File: config.mk
export PLATFORM = sky130hd
export DESIGN_NAME = rom_uart_streamer
export DESIGN_NICKNAME = d
export VERILOG_FILES = /design/src/rtl/uart_pkg.sv /design/src/rtl/gap_timer.sv /design/src/rtl/rom_uart_streamer.sv
export SDC_FILE = /design/constraint.sdc
export NUM_CORES = 1
export LEC_CHECK = 0
export BUFFER_PORTS_ARGS = -buffer_cell sky130_fd_sc_hd__buf_2
export CAP_MARGIN = 20
export CORE_MARGIN = 2
export CORE_UTILIZATION = 51
export CTS_CLUSTER_DIAMETER = 40
export CTS_CLUSTER_SIZE = 28
export DETAILED_ROUTE_END_ITERATION = 8
export HOLD_SLACK_MARGIN = 0.02
export PLACE_DENSITY = 0.78
export SETUP_SLACK_MARGIN = 0.2
export SYNTH_ARGS = -nofsm -noshare
export SYNTH_HDL_FRONTEND = slang
export SYNTH_SLANG_ARGS = --single-unit
File: constraint.sdc
create_clock -name w_clk_low -period 2.37 [get_ports w_clk_low]
set_clock_uncertainty 0.05 [all_clocks]
set_input_delay 0.474 -clock w_clk_low [delete_from_list [all_inputs] [get_ports w_clk_low]]
set_output_delay 0.474 -clock w_clk_low [all_outputs]
set_load 0.005 [all_outputs]
File: src/rtl/uart_pkg.sv
// Shared definitions for the ROM-to-UART streamer and other tx_uart users:
// FSM state encoding and the default UART configuration byte.
package uart_pkg;

   typedef enum logic [2:0] {
      ST_CONFIG = 3'd0,
      ST_IDLE   = 3'd1,
      ST_FETCH  = 3'd2,
      ST_SEND   = 3'd3,
      ST_GAP    = 3'd4,
      ST_DONE   = 3'd5,
      ST_ERROR  = 3'd6
   } state_e;

   // Divider setting for 115200 baud on the low-speed clock.
   localparam logic [7:0] BAUD_CFG_115200 = 8'h0B;

   function automatic logic is_active(input state_e s);
      return (s == ST_FETCH) || (s == ST_SEND) || (s == ST_GAP);
   endfunction

endpackage

File: src/rtl/gap_timer.sv
// Inter-byte spacing timer: enforces a minimum idle period after each UART
// write and, optionally, also waits for the UART to report it is no longer busy.
module gap_timer #(
   parameter int GAP_CYCLES = 871,
   parameter int USE_BUSY   = 1
) (
   input  logic w_clk_low,
   input  logic rst,
   input  logic load,
   input  logic count,
   input  logic tx_busy,
   output logic expired
);

   localparam int CNT_W = $clog2(GAP_CYCLES + 1);
   localparam logic [CNT_W-1:0] CNT_SAT  = CNT_W'(GAP_CYCLES);
   localparam logic [CNT_W-1:0] CNT_LAST = CNT_W'(GAP_CYCLES - 1);

   logic [CNT_W-1:0] cnt_q;
   logic [CNT_W-1:0] cnt_d;

   // Saturates so a long busy-wait can never wrap back below the threshold.
   always_comb begin
      cnt_d = cnt_q;
      if (load) begin
         cnt_d = '0;
      end else if (count && (cnt_q != CNT_SAT)) begin
         cnt_d = cnt_q + CNT_W'(1);
      end
   end

   always_ff @(posedge w_clk_low) begin
      if (rst) begin
         cnt_q <= '0;
      end else begin
         cnt_q <= cnt_d;
      end
   end

   assign expired = count && (cnt_q >= CNT_LAST) && ((USE_BUSY == 0) || !tx_busy);

endmodule

File: src/rtl/rom_uart_streamer.sv
// Streams a fixed-length message from a combinational ROM into a UART,
// configuring the UART baud rate once after every reset.
module rom_uart_streamer
   import uart_pkg::*;
#(
   parameter int          MSG_LEN    = 16,
   parameter int          ADDR_W     = 4,
   parameter logic [7:0]  BAUD_CFG   = BAUD_CFG_115200,
   parameter int          GAP_CYCLES = 871,
   parameter int          CONTINUOUS = 0,
   parameter int          USE_BUSY   = 1
) (
   input  logic              w_clk_low,
   input  logic              rst,
   input  logic              start,
   input  logic              stop,
   output logic [ADDR_W-1:0] mem_addr,
   input  logic [7:0]        mem_data,
   input  logic              mem_illegal,
   output logic [7:0]        cfg_data,
   output logic              cfg_enable,
   output logic [7:0]        tx_data,
   output logic              tx_write,
   input  logic              tx_busy,
   output logic              busy,
   output logic              done,
   output logic              error
);

   localparam logic [ADDR_W-1:0] LAST_ADDR = ADDR_W'(MSG_LEN - 1);

   state_e            state_q, state_d;
   logic [ADDR_W-1:0] addr_q, addr_d;
   logic [7:0]        tx_data_q, tx_data_d;
   logic              stop_q, stop_d;
   logic              gap_load;
   logic              gap_count;
   logic              gap_expired;

   gap_timer #(
      .GAP_CYCLES (GAP_CYCLES),
      .USE_BUSY   (USE_BUSY)
   ) u_gap_timer (
      .w_clk_low (w_clk_low),
      .rst       (rst),
      .load      (gap_load),
      .count     (gap_count),
      .tx_busy   (tx_busy),
      .expired   (gap_expired)
   );

   always_ff @(posedge w_clk_low) begin
      if (rst) begin
         state_q   <= ST_CONFIG;
         addr_q    <= '0;
         tx_data_q <= '0;
         stop_q    <= 1'b0;
      end else begin
         state_q   <= state_d;
         addr_q    <= addr_d;
         tx_data_q <= tx_data_d;
         stop_q    <= stop_d;
      end
   end

   always_comb begin
      state_d   = state_q;
      addr_d    = addr_q;
      tx_data_d = tx_data_q;
      stop_d    = stop_q;
      gap_load  = 1'b0;
      gap_count = 1'b0;
      case (state_q)
         ST_CONFIG: state_d = ST_IDLE;
         ST_IDLE: begin
            stop_d = 1'b0;
            if (start && !stop) begin
               addr_d  = '0;
               state_d = ST_FETCH;
            end
         end
         ST_FETCH: begin
            stop_d = stop_q | stop;
            if (mem_illegal) begin
               state_d = ST_ERROR;
            end else begin
               tx_data_d = mem_data;
               state_d   = ST_SEND;
            end
         end
         ST_SEND: begin
            stop_d   = stop_q | stop;
            gap_load = 1'b1;
            state_d  = ST_GAP;
         end
         ST_GAP: begin
            stop_d    = stop_q | stop;
            gap_count = 1'b1;
            if (gap_expired) begin
               // A stop abandons the rest of the message, so it never reaches DONE.
               addr_d = (addr_q == LAST_ADDR) ? '0 : addr_q + ADDR_W'(1);
               if (stop_q || stop) begin
                  state_d = ST_IDLE;
               end else if (addr_q != LAST_ADDR) begin
                  state_d = ST_FETCH;
               end else if (CONTINUOUS != 0) begin
                  state_d = ST_FETCH;
               end else begin
                  state_d = ST_DONE;
               end
            end
         end
         ST_DONE:  state_d = ST_IDLE;
         ST_ERROR: state_d = ST_ERROR;
         default:  state_d = ST_CONFIG;
      endcase
   end

   // Strobes are masked by rst so a held reset can never leak a pulse.
   assign mem_addr   = addr_q;
   assign tx_data    = tx_data_q;
   assign tx_write   = (state_q == ST_SEND) && !rst;
   assign cfg_enable = (state_q == ST_CONFIG) && !rst;
   assign cfg_data   = cfg_enable ? BAUD_CFG : 8'h00;
   assign done       = (state_q == ST_DONE) && !rst;
   assign error      = (state_q == ST_ERROR) && !rst;
   assign busy       = is_active(state_q);

endmodule

# [Word level (Yosys, flattened, before mapping)]
# Cells that the tools add are included.
[totals] rom_bits=0 input_bits=14 ram_bits=0 register_bits=26 latchBits=0 output_inout_bits=25 n_memories=0 wordCells=58
[classes] n_bitwise=2 add_sub_neg=2 div_mod_pow=0 shift=0 mux=14 mul=0 order_cmp=1 reduce_logical=23 n_eq_ne=11
[ops] cell="$pmux W3 S6" n=1
[ops] cell="$mux W4" n=4
[ops] cell="$mux W3" n=5
[ops] cell="$add A10 B1 Y10 const B" n=1
[ops] cell="$ge A10 B10 Y1 const B" n=1
[ops] cell="$ne A10 B10 Y1 const B" n=1
[ops] cell="$eq A3 B3 Y1 const B" n=3
[ops] cell="$logic_and A1 B1 Y1" n=8
[ops] cell="$pmux W4 S2" n=1
[ops] cell="$eq A3 B2 Y1 const B" n=2
[ops] cell="$add A4 B1 Y4 const B" n=1
[ops] cell="$eq A4 B4 Y1 const B" n=1
[ops] cell="$ne A2 B2 Y1 const B" n=2
[ops] cell="$ne A4 B4 Y1 const B" n=1
[ops] cell="$reduce_and A2 Y1" n=2
[ops] cell="$reduce_bool A2 Y1" n=2
[ops] cell="$reduce_or A2 Y1" n=2
[ops] cell="$eq A3 B1 Y1 const B" n=1
[ops] cell="$logic_not A1 Y1" n=3
[ops] cell="$logic_not A3 Y1" n=1
[ops] cell="$logic_or A1 B1 Y1" n=3
[ops] cell="$reduce_and A3 Y1" n=1
[ops] cell="$reduce_or A3 Y1" n=1
[ops] cell="$mux W1" n=2
[ops] cell="3 further kinds" n=3

# [Depth between registers and ports, before layout]
[logic_depth] depth_word=6 depth_mapped=6 depth_no_buf=6

# [By module]
# A second synthesis with hierarchy kept.
[unflattened] cells_unflattened=181 area_unflattened_um2=1436.4
[modules_own_cells] module="rom_uart_streamer" cells_each=110 area_per_inst_um2=858.3 seq_area_each_um2=320.3 instances=1
[modules_own_cells] module="gap_timer" cells_each=71 area_per_inst_um2=578.1 seq_area_each_um2=200.2 instances=1

# [Least setup slack after synthesis]
# No wires, ideal clock.
[synth_timing] path_type="input-to-output" start="in rst" end="out cfg_data[0]" path_stages=3 slack_ps=564 path_buffers=2 arrival_time_ps=1282 t_required_ps=1846 cell_sequence="clkbuf_1 > nor4_1 > buf_4"
[synth_via] elab_chain_cells=3
[synth_rtl] element="start: declaration" line_no="rom_uart_streamer.sv:14" text="input logic rst,"
[synth_rtl] element="$logic_not A1 Y1" line_no="rom_uart_streamer.sv:123" text="assign cfg_enable = (state_q == ST_CONFIG) && !rst;"
[synth_rtl] element="$logic_and A1 B1 Y1" line_no="rom_uart_streamer.sv:123"
[synth_rtl] element="named net cfg_enable" line_no="rom_uart_streamer.sv:21" text="output logic cfg_enable,"
[synth_rtl] element="$mux W4" line_no="rom_uart_streamer.sv:124" text="assign cfg_data = cfg_enable ? BAUD_CFG : 8'h00;"
[synth_rtl] element="end: declaration" line_no="rom_uart_streamer.sv:20" text="output logic [7:0] cfg_data,"
# The timed path passes the listed nets, and every way through them passes these cells.

# [Final worst setup path]
[layout_timing] start="reg state_q[2]" end="out busy"
[layout_via] elab_chain_cells=3 elab_cells_between_ends=5 classes_between="eq/ne: 3; reduce/logical: 2"
[layout_rtl] element="start: declaration" line_no="rom_uart_streamer.sv:32" text="state_e state_q, state_d;"
[layout_rtl] element="start signal: assignment" line_no="rom_uart_streamer.sv:59" text="state_q <= state_d;"
[layout_rtl] element="$eq A3 B2 Y1" line_no="uart_pkg.sv:19" text="return (s == ST_FETCH) || (s == ST_SEND) || (s == ST_GAP);"
[layout_rtl] element="$logic_or A1 B1 Y1" line_no="uart_pkg.sv:19"
[layout_rtl] element="$logic_or A1 B1 Y1 (*)" line_no="uart_pkg.sv:19"
[layout_rtl] element="end: declaration" line_no="rom_uart_streamer.sv:25" text="output logic busy,"
# Mark *: on every way between the ends. The rest lies on a longest branch, timed or not.

==> out/results.txt <==
Maximum capacitance violations = 0
Standard cell with the maximum stage delay on the critical path = dfxtp_1
Die outline width = 56.56 um
Final count of hold timing violations = 0
Count of vias placed by the detailed router = 1303
Min cycle time layout = 2.067 ns
PwrDens = 485.2 nW/um2
Most common cell in the netlist = dfxtp_1
Net count reported at finish = 219
Mean instance size in the synthesized netlist = 8.097 um2
Count of clock tree sinks = 26
Maximum number of buffers from clock root to sink = 2
Cell at the root of the clock tree = clkbuf_4
Count of synthesis-stage warnings from yosys = 0
Proportion of layout cells with a drive suffix above 1 = 22.89%
Path type of the worst min-delay path = in2reg
TritonCTS buffer count = 3
Total leakage power = 0.6851 nW
Most common flop cell mapped by yosys = dfxtp_1
Maximum number of pins on one net before global-route repair = 23
Clock slew at the register clock pins of the worst setup and hold paths = 0.14 ns
Synthesized netlist cell count = 174
Total congestion overflow = 0
Synth area leader = dfxtp_1
Number of antenna violations at the first check in global routing = 0
Status = complete, no violations
Sequential area share after synthesis = 36.94%
Number of hold buffers added after cts = 0
Kind of critical path = reg2out
Total length of routed wires = 2999 um
Largest incremental delay on the critical path = 0.59 ns
Clock tree from TritonCTS = done
Global router's overall resource usage = 19.17%
Detailed Route Iter0 Violations = 56
Number of port buffers = 33
Number of global-route vias before repair = 1215
Final sum of negative setup slack = 0 ns
Global-route wire length before repair = 5002 um
Count of cells along the worst hold path = 3
Top cells by area in the synthesized netlist = dfxtp_1 (37%), nand2_1 (6.4%), a21oi_1 (5.3%)
Source-to-sink clock delay at the later pin of the worst-skew pair = 0.32 ns
Post-DRT Antenna Nets = 0
Part of the cycle the worst path needs = 87.22%
Fillcell total = 249
Drc violations = 0
Level count of the clock H-tree = 1
Commonest cells in the synthesized netlist = dfxtp_1 (26), nand2_1 (24), a21oi_1 (15)
Effective utilization at floorplan = 52.45%
Netlist area before placement = 1409 um2
Max-slew violations = 0
Worst r2r path cells = 5
Number of iterations in the first detailed-routing pass = 4
Ys async rst share = 0%
Netlist cell types = 46
CP Max Fanout = 14
P&R area growth vs syn = 13.23%
Std-Cell Rows = 19
Last weighted congestion value of the routability-driven placer = 0.8676
Placeable core area = 2686 um2
Die span in y = 56.56 um
Kind of cell adding the most delay to the critical path = flip-flops
Yosys top cell area share = 36.94%
Worst EP required = 1.85 ns
IR Drop Worst-Case VDD = 0.3022 mV
Antenna Diode Count = 0
WL per Instance = 12.93 um
Type of destination of the critical path = primary output
Flip-flop and latch count after synthesis = 26
Unrepaired setup endpoints after global routing = yes
Vias per cell = 5.616
Launching element type of the critical path = flip-flop
Die area = 3199 um2
Detail Placement HPWL = 2243 um
Number of synthesized flops with an enable pin = 0
Count of boundary I/O pins = 39
Maximum clock frequency = 483.8 MHz
Number of buffer and inverter stages on the critical path = 1
Total design power = 0.7740 mW
Worst Path Arrival = 1.54 ns
Crit path depth = 3
Total setup violations reported at the end of the flow = 0
Cell chain of the critical path = or3b_4, nand2_1, buf_2
==> stage by stage <==
stage | util [%] | cells | setup slack, ns | hold slack [ns] | cell area [um2]
floorplan | - | 178 | 0.5639 | 0.4027 | 1424
global placement | 57.52 | 228 | 0.5419 | 0.3898 | 1545
detailed placement | 57.52 | 228 | 0.4165 | 0.3939 | 1545
CTS | 58.87 | 232 | 0.3212 | 0.3196 | 1582
global route | 59.39 | 232 | 0.1885 | 0.3202 | 1595
finish | 59.39 | 232 | 0.3029 | 0.3324 | 1595
==> area by class of cell <==
cell class / instances / area [um2] / area share, %
clock buffer: 4 / 36.28 / 2.275
inverter: 4 / 15.01 / 0.9412
multi-input combinational: 131 / 797.0 / 49.96
sequential: 26 / 520.5 / 32.63
tap: 31 / 38.79 / 2.431
timing repair buffer: 36 / 187.7 / 11.76
==> placed cells by master (no fill, tap or decap), drive strengths merged, types with 3 or more instances in the layout <==
cell | Yosys | routed
a21oi | 15 | 15
and3 | 3 | 3
nor3 | 4 | 4
dfxtp | 26 | 26
nor2b | 3 | 3
buf | 13 | 36
nor2 | 12 | 12
nand4b | 3 | 3
xor2 | 4 | 4
clkbuf | 4 | 4
inv | 4 | 4
nand3 | 8 | 8
ha | 3 | 3
xnor2 | 4 | 4
nand2 | 24 | 24
conb | 1 | 5
nor4 | 5 | 5
nand4 | 4 | 4
o21ai | 5 | 5
==> worst min-delay path: stages <==
cell and delay [ns]:
buf_2 0.09, nand2_1 0.04, a21oi_1 0.05
==> metal layers <==
metal	up-vias	track usage (%)	routed length (um)	share of wire [%]
met5	-	0	0	0
met4	0	8.163	30	1.0
met3	4	2.765	118	3.9
met2	36	32.89	1520	51
met1	596	23.74	1329	44
li1	667	-	-	-
==> power breakdown <==
| group | internal, mW | switching, mW |
|---|---|---|
| logic | 0.0403 | 0.0476 |
| clock network | 0.0939 | 0.129 |
| registers | 0.446 | 0.0178 |
| total | 0.580 | 0.194 |
==> flip-flops by register name, indices dropped and copies added, names as in the netlist <==
| name | cells |
|---|---|
| u_gap_timer.cnt_q | 10 |
| tx_data | 8 |
| mem_addr | 4 |
| state_q | 3 |
| stop_q | 1 |
==> repair_timing <==
item	CTS	global route
setup buffers	0	0
endpoints found under the setup margin	0	7
resized for setup	0	2
hold endpoints to repair	0	0
==> cell families after synthesis <==
logic type      Yosys count  synth area share, %
compound gates           36                16.52
xor+xnor                  8                4.973
fa+ha+maj                 3                2.665
buf+inv                  21                8.525
flops                    26                36.94
other cells               1               0.2662
simple gates             79                30.11
==> worst paths after layout <==
path / end / startpoint / slack (ns)
min: tx_data[5] / mem_data[5] / 0.33
max: busy / state_q[2] / 0.30
min reg2reg: tx_data[5] / tx_data[5] / 0.41
max reg2reg: u_gap_timer.cnt_q[2] / state_q[2] / 0.49
Note: power is estimated with default switching activity, not from simulation.
